`config.mk`:
```
export PLATFORM = sky130hd
export DESIGN_NAME = life_next_gen
export DESIGN_NICKNAME = d
export VERILOG_FILES = /design/src/rtl/life_next_gen.sv
export SDC_FILE = /design/constraint.sdc
export NUM_CORES = 1
export LEC_CHECK = 0
export ABC_CLOCK_PERIOD_IN_PS = 8200
export CORE_ASPECT_RATIO = 0.9
export CORE_MARGIN = 3
export CORE_UTILIZATION = 38
export DETAILED_ROUTE_END_ITERATION = 10
export PLACE_DENSITY_LB_ADDON = 0.1
export SLEW_MARGIN = 30
export SYNTH_ARGS = -nofsm -noshare
export SYNTH_HDL_FRONTEND = slang
export SYNTH_SLANG_ARGS = --single-unit
```
`constraint.sdc`:
```
create_clock -name clk_in -period 8.2 [get_ports clk_in]
set_input_delay 1.64 -clock clk_in [delete_from_list [all_inputs] [get_ports clk_in]]
set_output_delay 1.64 -clock clk_in [all_outputs]
set_load 0.01 [all_outputs]
```
`src/rtl/life_next_gen.sv`:
```
// rtl/life_next_gen.sv - streaming Game of Life (B3/S23) next-generation row engine
// Optional toroidal grid: define LIFE_TORUS_WRAP_EN.
module life_next_gen #(
  parameter int WIDTH  = 24,
  parameter int ROWS   = 32,
  parameter int ROW_AW = 5
) (
  input  logic              clk_in,
  input  logic              rst_n_in,
  input  logic              start_in,
  input  logic              row_valid_in,
  input  logic [WIDTH-1:0]  row_data_in,
  output logic              busy_out,
  output logic              out_valid_out,
  output logic [ROW_AW-1:0] out_row_out,
  output logic [WIDTH-1:0]  out_data_out,
  output logic              done_out
);

  typedef enum logic [2:0] {
    S_IDLE,
    S_LOAD,
    S_FLUSH,
    S_FLUSH2,
    S_DONE
  } state_t;

  localparam logic [ROW_AW-1:0] LAST_ROW = ROW_AW'(ROWS - 1);

  state_t              state;
  logic [ROW_AW-1:0]   k;
  logic [WIDTH-1:0]    above;
  logic [WIDTH-1:0]    mid;
  logic [WIDTH-1:0]    row0_save;
`ifdef LIFE_TORUS_WRAP_EN
  logic [WIDTH-1:0]    row1_save;
`endif

  // ext[0] is column -1 and ext[WIDTH+1] is column WIDTH
  function automatic logic [WIDTH+1:0] pad(input logic [WIDTH-1:0] x);
`ifdef LIFE_TORUS_WRAP_EN
    return {x[0], x, x[WIDTH-1]};
`else
    return {1'b0, x, 1'b0};
`endif
  endfunction

  function automatic logic [WIDTH-1:0] next_row(input logic [WIDTH-1:0] a,
                                                input logic [WIDTH-1:0] c,
                                                input logic [WIDTH-1:0] b);
    logic [WIDTH+1:0] ea;
    logic [WIDTH+1:0] ec;
    logic [WIDTH+1:0] eb;
    logic [3:0]       n;
    logic [WIDTH-1:0] r;
    ea = pad(a);
    ec = pad(c);
    eb = pad(b);
    r  = '0;
    for (int i = 0; i < WIDTH; i++) begin
      n = {3'b0, ea[i]} + {3'b0, ea[i+1]} + {3'b0, ea[i+2]}
        + {3'b0, ec[i]} + {3'b0, ec[i+2]}
        + {3'b0, eb[i]} + {3'b0, eb[i+1]} + {3'b0, eb[i+2]};
      r[i] = (n == 4'd3) | (ec[i+1] & (n == 4'd2));
    end
    return r;
  endfunction

  always_ff @(posedge clk_in or negedge rst_n_in) begin
    if (!rst_n_in) begin
      state         <= S_IDLE;
      k             <= '0;
      above         <= '0;
      mid           <= '0;
      row0_save     <= '0;
`ifdef LIFE_TORUS_WRAP_EN
      row1_save     <= '0;
`endif
      busy_out      <= 1'b0;
      out_valid_out <= 1'b0;
      out_row_out   <= '0;
      out_data_out  <= '0;
      done_out      <= 1'b0;
    end else begin
      out_valid_out <= 1'b0;
      done_out      <= 1'b0;
      case (state)
        S_IDLE: begin
          if (start_in) begin
            state     <= S_LOAD;
            busy_out  <= 1'b1;
            k         <= '0;
            above     <= '0;
            mid       <= '0;
            row0_save <= '0;
`ifdef LIFE_TORUS_WRAP_EN
            row1_save <= '0;
`endif
          end
        end
        S_LOAD: begin
          if (row_valid_in) begin
            above <= mid;
            mid   <= row_data_in;
            k     <= k + ROW_AW'(1);
            if (k == '0) row0_save <= row_data_in;
`ifdef LIFE_TORUS_WRAP_EN
            // row 0 needs row ROWS-1 above it, so it is finished in FLUSH
            if (k == ROW_AW'(1)) row1_save <= row_data_in;
            if (k >= ROW_AW'(2)) begin
`else
            if (k != '0) begin
`endif
              out_valid_out <= 1'b1;
              out_row_out   <= k - ROW_AW'(1);
              out_data_out  <= next_row(above, mid, row_data_in);
            end
            if (k == LAST_ROW) state <= S_FLUSH;
          end
        end
        S_FLUSH: begin
          out_valid_out <= 1'b1;
          out_row_out   <= LAST_ROW;
`ifdef LIFE_TORUS_WRAP_EN
          out_data_out  <= next_row(above, mid, row0_save);
          state         <= S_FLUSH2;
`else
          out_data_out  <= next_row(above, mid, '0);
          state         <= S_DONE;
`endif
        end
`ifdef LIFE_TORUS_WRAP_EN
        S_FLUSH2: begin
          out_valid_out <= 1'b1;
          out_row_out   <= '0;
          out_data_out  <= next_row(mid, row0_save, row1_save);
          state         <= S_DONE;
        end
`endif
        S_DONE: begin
          busy_out <= 1'b0;
          done_out <= 1'b1;
          state    <= S_IDLE;
        end
        default: state <= S_IDLE;
      endcase
    end
  end

endmodule

```
==> impl_metrics.py, run 1 <==
metrics = {
    "layout": {
        "syn_to_final_growth_pct": 15.2,
        "final.fill_count": 1757,
        "fin_area_um2": 8410,
        "share_of_layout_cells_above_drive_strength_1_pct": 4.75,
        "num-nets-final": 929,
        "instances_no_fill": 982,
        "antenna_cells_inserted": 0,
    },
    "floorplan": {
        "die_area_um2": 20900,
        "die_height_um": 137,
        "design.portCount": 60,
        "die_boundary_width_um": 152,
        "placementRows": 47,
        "fp.coreArea_um2": 18600,
        "start_util_pct": 39.2,
    },
    "status": {
        "outcome": "finished, final reports clean",
    },
    "yosys": {
        "synth_area_um2": 7300,
        "synthArstFlopShare_pct": 100,
        "synth_top_flop_cell": "sky130_fd_sc_hd__dfrtp_1",
        "ys_types": 45,
        "post-synth-top-area-cell": "sky130_fd_sc_hd__dfrtp_1",
        "yosys-top-cells-area": "sky130_fd_sc_hd__dfrtp_1, sky130_fd_sc_hd__fa_1, sky130_fd_sc_hd__ha_1",
        "postSynthAreaPerCell_um2": 10.6,
        "synth_enable_flop_cells": 0,
        "synth_sequential_area_ratio_pct": 30.2,
        "yosys_warnings": 0,
        "synth.net_count": 883,
        "postSynthRegisterBits": 88,
        "synth_cells": 686,
        "netlist_top_cells_count": "sky130_fd_sc_hd__nand2_1, sky130_fd_sc_hd__fa_1, sky130_fd_sc_hd__dfrtp_1, sky130_fd_sc_hd__ha_1, sky130_fd_sc_hd__o21ai_0",
        "yosys.cell_count.top_type": "sky130_fd_sc_hd__nand2_1",
        "synth_top_cell_area_share_pct": 30.2,
    },
    "worst_setup_path": {
        "cp-start-kind": "input pin",
        "critical_path.max_fanout": 41,
        "worst_path_max_delay_cell": "sky130_fd_sc_hd__nand2_2",
        "crit_type": "in -> reg",
        "arrival_ns": 3.86,
        "worst_path_max_stage_delay_ns": 0.59,
        "cell_family_contributing_the_most_delay_on_the_critical_path": "simple AND/OR/NAND/NOR gates",
        "worst-path-buf-inv": 2,
        "cp_endpoint_kind": "flop",
        "timing.critical_path.cells": "clkdlybuf4s50_1, nor4bb_4, buf_4, nand2_2, a31oi_1, o21ai_0",
        "worst-endpoint-required_ns": 8.38,
    },
    "hold_path": {
        "worst_hold_path_type": "reg -> reg",
    },
    "placement": {
        "gpl.final_weighted_congestion": 0.766,
        "post-place-ws_ns": 3.49,
        "io_buffers": 59,
        "place.detailed.instances": 965,
        "placedInstanceArea_um2": 8080,
        "dp_hpwl_um": 11900,
    },
    "sta": {
        "timing_hold_violations_final": 0,
        "fin_crit_sh_pct": 44.8,
        "timing.final.max_slew_violations": 0,
        "post-route-worst-setup-slack_ns": 4.52,
        "final_number_of_setup_violating_endpoints": 0,
        "rsz_0062_raised_after_global_routing": "no",
        "worst_case_headroom_to_the_max_slew_limit_pct": 41.1,
        "fin_setup_tns_ns": 0,
        "fmax_mhz": 272,
        "transition_time_at_the_pin_with_the_least_slew_margin_ns": 0.880,
        "fin_skew_ns": 0.00994,
        "period_needed_ns": 3.68,
    },
    "clock_network": {
        "htree_levels": 3,
        "cts_inserted_buffers": 9,
        "postCtsSetupRepairBufs": 0,
        "clock_latency_ns": 0.35,
        "cts_tree": "built",
        "clock-root-buffer": "sky130_fd_sc_hd__clkbuf_16",
        "clk_pin_slew_worst_setup_hold_paths_ns": 0.07,
        "tritoncts_num_sinks": 88,
        "hold_buffers": 0,
        "ctsLongestPathBuffers": 2,
        "cts-resized-gates": 0,
    },
    "routing": {
        "antenna_violation_net_count_after_detailed_routing": 0,
        "via_count": 5217,
        "route.detailed.vias_per_inst": 5.31,
        "post-route-drc-count": 0,
        "number_of_search_and_repair_iterations_in_the_first_detailed_routing_pass": 4,
        "routedWlPerCell_um": 16.7,
        "1st_iter_drt_viols": 260,
        "totalWireLength_um": 16400,
    },
    "power": {
        "power_per_cell_area_nw_per_um2": 340,
        "vdd_ir_drop_max_uv": 123,
        "leakagePower_nw": 3.71,
    },
    "global_route": {
        "grt_use_total_pct": 16.7,
        "grt_first_pass_wirelength_um": 28300,
        "antenna_violations_before_repair": 0,
        "grt_max_degree": 108,
        "overflow": 0,
        "via_count_of_the_first_global_routing_pass": 5502,
    },
    "run": {
        "timing.max_cap.violations": 0,
    },
}
==> placed cells by master (no fill, tap or decap), types with 6 or more instances in the layout <==
| cell | n |
|---|---|
| sky130_fd_sc_hd__o221ai_1 | 15 |
| sky130_fd_sc_hd__a31oi_1 | 12 |
| sky130_fd_sc_hd__inv_1 | 27 |
| sky130_fd_sc_hd__o21ai_0 | 66 |
| sky130_fd_sc_hd__o211ai_1 | 6 |
| sky130_fd_sc_hd__fa_1 | 93 |
| sky130_fd_sc_hd__clkdlybuf4s50_1 | 58 |
| sky130_fd_sc_hd__nand3_1 | 10 |
| sky130_fd_sc_hd__and3_1 | 17 |
| sky130_fd_sc_hd__nor4b_1 | 19 |
| sky130_fd_sc_hd__clkbuf_16 | 9 |
| sky130_fd_sc_hd__nor2_1 | 37 |
| sky130_fd_sc_hd__a21oi_1 | 28 |
| sky130_fd_sc_hd__o21ai_1 | 7 |
| sky130_fd_sc_hd__nand2_1 | 109 |
| sky130_fd_sc_hd__ha_1 | 76 |
| sky130_fd_sc_hd__dfrtp_1 | 88 |
==> tightest hold or removal path, cell delays in order (launching register included) <==
cell                      delay [ns]
sky130_fd_sc_hd__dfrtp_1        0.35
sky130_fd_sc_hd__a21oi_1        0.06
sky130_fd_sc_hd__o21ai_1        0.06
==> power breakdown <==
part	leakage, nW	total [mW]	switching [mW]	internal [mW]
Combinational	2.46	1.74	0.883	0.861
Sequential	1.10	0.687	0.142	0.545
Clock	0.145	0.430	0.184	0.246
Total	3.71	2.86	1.21	1.65
==> cells by family after synthesis <==
group                    share of synthesized area, %
adder cells (fa/ha/maj)                          38.5
multiplexers                                    0.463
flip-flops                                       30.2
AND/OR/NAND/NOR                                  13.6
AO/OA/AOI/OAI                                    12.9
XOR/XNOR                                        0.600
buffers and inverters                            3.72
==> final timing paths <==
| check | start | end | slack (ns) | cells after the start |
|---|---|---|---|---|
| hold reg to reg | out_data_out[16] | out_data_out[16] | 0.50 | 2 |
| setup / recovery | row_valid_in | out_data_out[22] | 4.52 | 6 |
| setup reg to reg | above[1] | out_data_out[1] | 4.91 | 11 |
| hold / removal | out_data_out[16] | out_data_out[16] | 0.50 | 2 |
| max in group asynchronous | rst_n_in | above[12] | 6.07 | 2 |
| min in group asynchronous | rst_n_in | out_data_out[9] | 1.16 | 1 |
==> stage by stage <==
step | power [mW] | utilization [%] | hold slack [ns]
after detailed placement | 2.44 | 43.4 | 0.493
after global placement | 2.32 | 43.3 | 0.479
after CTS | 2.91 | 45.0 | 0.509
final | 2.86 | 45.1 | 0.500
after global routing | 3.20 | 45.1 | 0.514
after floorplan | 1.96 | - | 0.459
==> layer usage <==
layer  vias to the layer above  wire (um)  GRT usage [%]
li1                       2510          -              -
met1                      2610       7670           22.9
met2                        87       7940           28.1
met3                        10        658           3.23
met4                         0        153           3.34
met5                         -          0              0
==> registers in the layout (all words and copies together) (netlist names) <==
register and count:
state 3, out_data_out 24, out_valid_out 1, done_out 1
above 24, mid 24, k 5, busy_out 1
out_row_out 5
==> area by class of cell <==
| class | instances | area [um2] | area share, % |
|---|---|---|---|
| multi-input cells | 540 | 4840 | 57.6 |
| clock inverters | 6 | 67.6 | 0.803 |
| repair buffers | 64 | 642 | 7.63 |
| well taps | 245 | 307 | 3.64 |
| inverters | 29 | 111 | 1.32 |
| flip-flops and latches | 88 | 2200 | 26.2 |
| clock buffers | 10 | 239 | 2.84 |
(Power assumes the default switching activity.)
==> run 2: changes to the inputs <==
Settings changed: ABC_CLOCK_PERIOD_IN_PS 8200 to 3800.
Clock period 8.2 ns to 3.8 ns, I/O delays scaled along.
==> impl_metrics.py, run 2 (same netlist as run 1, synthesis figures left out) <==
metrics = {
    "status": {
        "outcome": "finished, final reports clean",
    },
    "sta": {
        "post-route-worst-setup-slack_ns": 0.540,
        "worst_case_headroom_to_the_max_slew_limit_pct": 45.5,
        "fin_crit_sh_pct": 85.8,
        "fin_setup_tns_ns": 0,
        "timing_hold_violations_final": 0,
        "transition_time_at_the_pin_with_the_least_slew_margin_ns": 0.818,
        "final_number_of_setup_violating_endpoints": 0,
        "fmax_mhz": 307,
        "rsz_0062_raised_after_global_routing": "no",
        "period_needed_ns": 3.26,
        "whs_ns": 0.413,
        "timing.final.max_slew_violations": 0,
        "fin_skew_ns": 0.00516,
    },
    "power": {
        "cellInternalPower_mw": 3.74,
        "power_frac_seq_pct": 23.2,
        "power.share.clock_pct": 17.3,
        "switching_share_pct": 41.2,
        "power.net_switching_mw": 2.62,
        "power_per_cell_area_nw_per_um2": 753,
        "leakagePower_nw": 3.74,
        "vdd_ir_drop_max_uv": 294,
        "combPwrFrac_pct": 59.6,
    },
    "clock_network": {
        "htree_levels": 3,
        "postCtsSetupRepairBufs": 0,
        "ctsLongestPathBuffers": 2,
        "cts_inserted_buffers": 9,
        "clock-root-buffer": "sky130_fd_sc_hd__clkbuf_16",
        "hold_buffers": 0,
        "clock_latency_ns": 0.35,
        "clk_pin_slew_worst_setup_hold_paths_ns": 0.07,
        "tritoncts_num_sinks": 88,
        "cts_tree": "built",
        "cts-resized-gates": 0,
    },
    "worst_setup_path": {
        "cp-start-kind": "flop",
        "worst-r2r-setup-slack_ns": 0.54,
        "worst_path_max_delay_cell": "sky130_fd_sc_hd__fa_1",
        "timing.critical_path.from": "above[1]",
        "crit_type": "reg -> reg",
        "reg2regPathDepth": 11,
        "arrival_ns": 3.49,
        "reg_to_reg_end": "out_data_out[1]",
        "timing.critical_path.cells": "ha_1, inv_1, fa_1, inv_1, ha_1, fa_1, ha_1, fa_1, mux2_2, o2111ai_2, nand3_1",
        "cp_endpoint_kind": "flop",
        "critical_path.max_fanout": 4,
        "worst_r2r_startpoint": "above[1]",
        "worstSetupEndpoint": "out_data_out[1]",
        "worst_path_max_stage_delay_ns": 0.48,
        "worst-endpoint-required_ns": 4.03,
    },
    "placement": {
        "io_buffers": 59,
        "post-place-ws_ns": 0.527,
        "dp_hpwl_um": 12400,
        "gpl.final_weighted_congestion": 0.792,
    },
    "routing": {
        "totalWireLength_um": 16800,
        "via_count": 5281,
        "post-route-drc-count": 0,
        "met3_length_um": 481,
        "met1_length_um": 7950,
        "met2RoutedLength_um": 8170,
        "route.top_layer_used": "met4",
        "route.detailed.vias_per_inst": 5.37,
        "1st_iter_drt_viols": 294,
        "routedWlPerCell_um": 17.1,
        "antenna_violation_net_count_after_detailed_routing": 0,
        "number_of_search_and_repair_iterations_in_the_first_detailed_routing_pass": 4,
    },
    "layout": {
        "final_common_cell": "sky130_fd_sc_hd__nand2_1",
        "num-nets-final": 931,
        "antenna_cells_inserted": 0,
        "multiInputGateArea_um2": 4840,
        "layout.cells.most_common_list": "sky130_fd_sc_hd__nand2_1, sky130_fd_sc_hd__fa_1, sky130_fd_sc_hd__dfrtp_1",
        "final.fill_count": 1724,
        "seqCellArea_um2": 2200,
        "share_of_layout_cells_above_drive_strength_1_pct": 4.88,
        "syn_to_final_growth_pct": 15.9,
        "top_regs": "above: 24 flops, mid: 24 flops, out_data_out: 24 flops",
    },
    "global_route": {
        "grt_use_total_pct": 17.1,
        "grt_max_degree": 62,
        "antenna_violations_before_repair": 0,
        "via_count_of_the_first_global_routing_pass": 5698,
        "grt_first_pass_wirelength_um": 29100,
        "overflow": 0,
    },
    "run": {
        "timing.max_cap.violations": 0,
    },
    "floorplan": {
        "die_area_um2": 20900,
        "design.portCount": 60,
        "start_util_pct": 39.2,
        "fp.coreArea_um2": 18600,
        "die_boundary_width_um": 152,
        "die_height_um": 137,
        "placementRows": 47,
    },
    "hold_path": {
        "worst_hold_path_type": "in -> async",
    },
}
-- run 2: cell count changes in the layout (fill, tap and decap cells not counted) --
cell                         before  now
sky130_fd_sc_hd__bufinv_16        1    4
sky130_fd_sc_hd__buf_12           1    0
sky130_fd_sc_hd__buf_4            4    8
sky130_fd_sc_hd__clkbuf_8         1    0
sky130_fd_sc_hd__buf_6            1    0
sky130_fd_sc_hd__inv_6            1    0
sky130_fd_sc_hd__clkinvlp_4       2    1
sky130_fd_sc_hd__clkinv_4         1    0
-- run 2: power by group through the flow --
stage / Combinational, mW / Sequential, mW / Clock [mW]
global route: 4.42 / 1.53 / 1.17
global placement: 3.55 / 1.49 / 0
floorplan: 2.76 / 1.47 / 0
detailed placement: 3.80 / 1.50 / 0
finish: 3.79 / 1.48 / 1.10
CTS: 3.84 / 1.48 / 1.13
-- run 2: through the flow --
step	power [mW]	cells	area, um2	utilization (%)
finish	6.37	983	8460	45.4
global route	7.11	983	8460	45.4
CTS	6.45	983	8460	45.4
detailed placement	5.30	968	8100	43.5
global placement	5.04	968	8100	43.5
floorplan	4.23	686	7300	-
-- run 2: worst min path at each step --
stage / start / to / slack (ns) / cells past startpoint
after floorplan: rst_n_in / above[0] / 0.46 / 0
after global placement: out_data_out[15] / out_data_out[15] / 0.49 / 2
after detailed placement: out_data_out[12] / out_data_out[12] / 0.49 / 2
after CTS: rst_n_in / out_data_out[9] / 0.42 / 1
after global routing: rst_n_in / out_data_out[7] / 0.44 / 1
final: rst_n_in / out_data_out[5] / 0.41 / 1
-- run 2: cell type report --
class,instances,share of cell area (%)
repair buffers,66,7.57
multi-input cells,540,57.2
well taps,245,3.62
clock inverters,6,1.57
inverters,29,1.32
flip-flops and latches,88,26.0
clock buffers,9,2.66
-- run 2: routing by layer --
metal | vias to the layer above | track usage (%)
li1 | 2500 | -
met1 | 2701 | 23.3
met2 | 70 | 28.9
met3 | 10 | 2.98
met4 | 0 | 3.99
met5 | - | 0
-- run 2: worst max-delay path: cells and delay by family (launching register included) --
kind | cells | cell delay, ns
flip-flops | 1 | 0.44
adder cells (fa/ha/maj) | 6 | 2.15
AO/OA/AOI/OAI | 1 | 0.08
buffers and inverters | 2 | 0.09
AND/OR/NAND/NOR | 1 | 0.08
multiplexers | 1 | 0.29
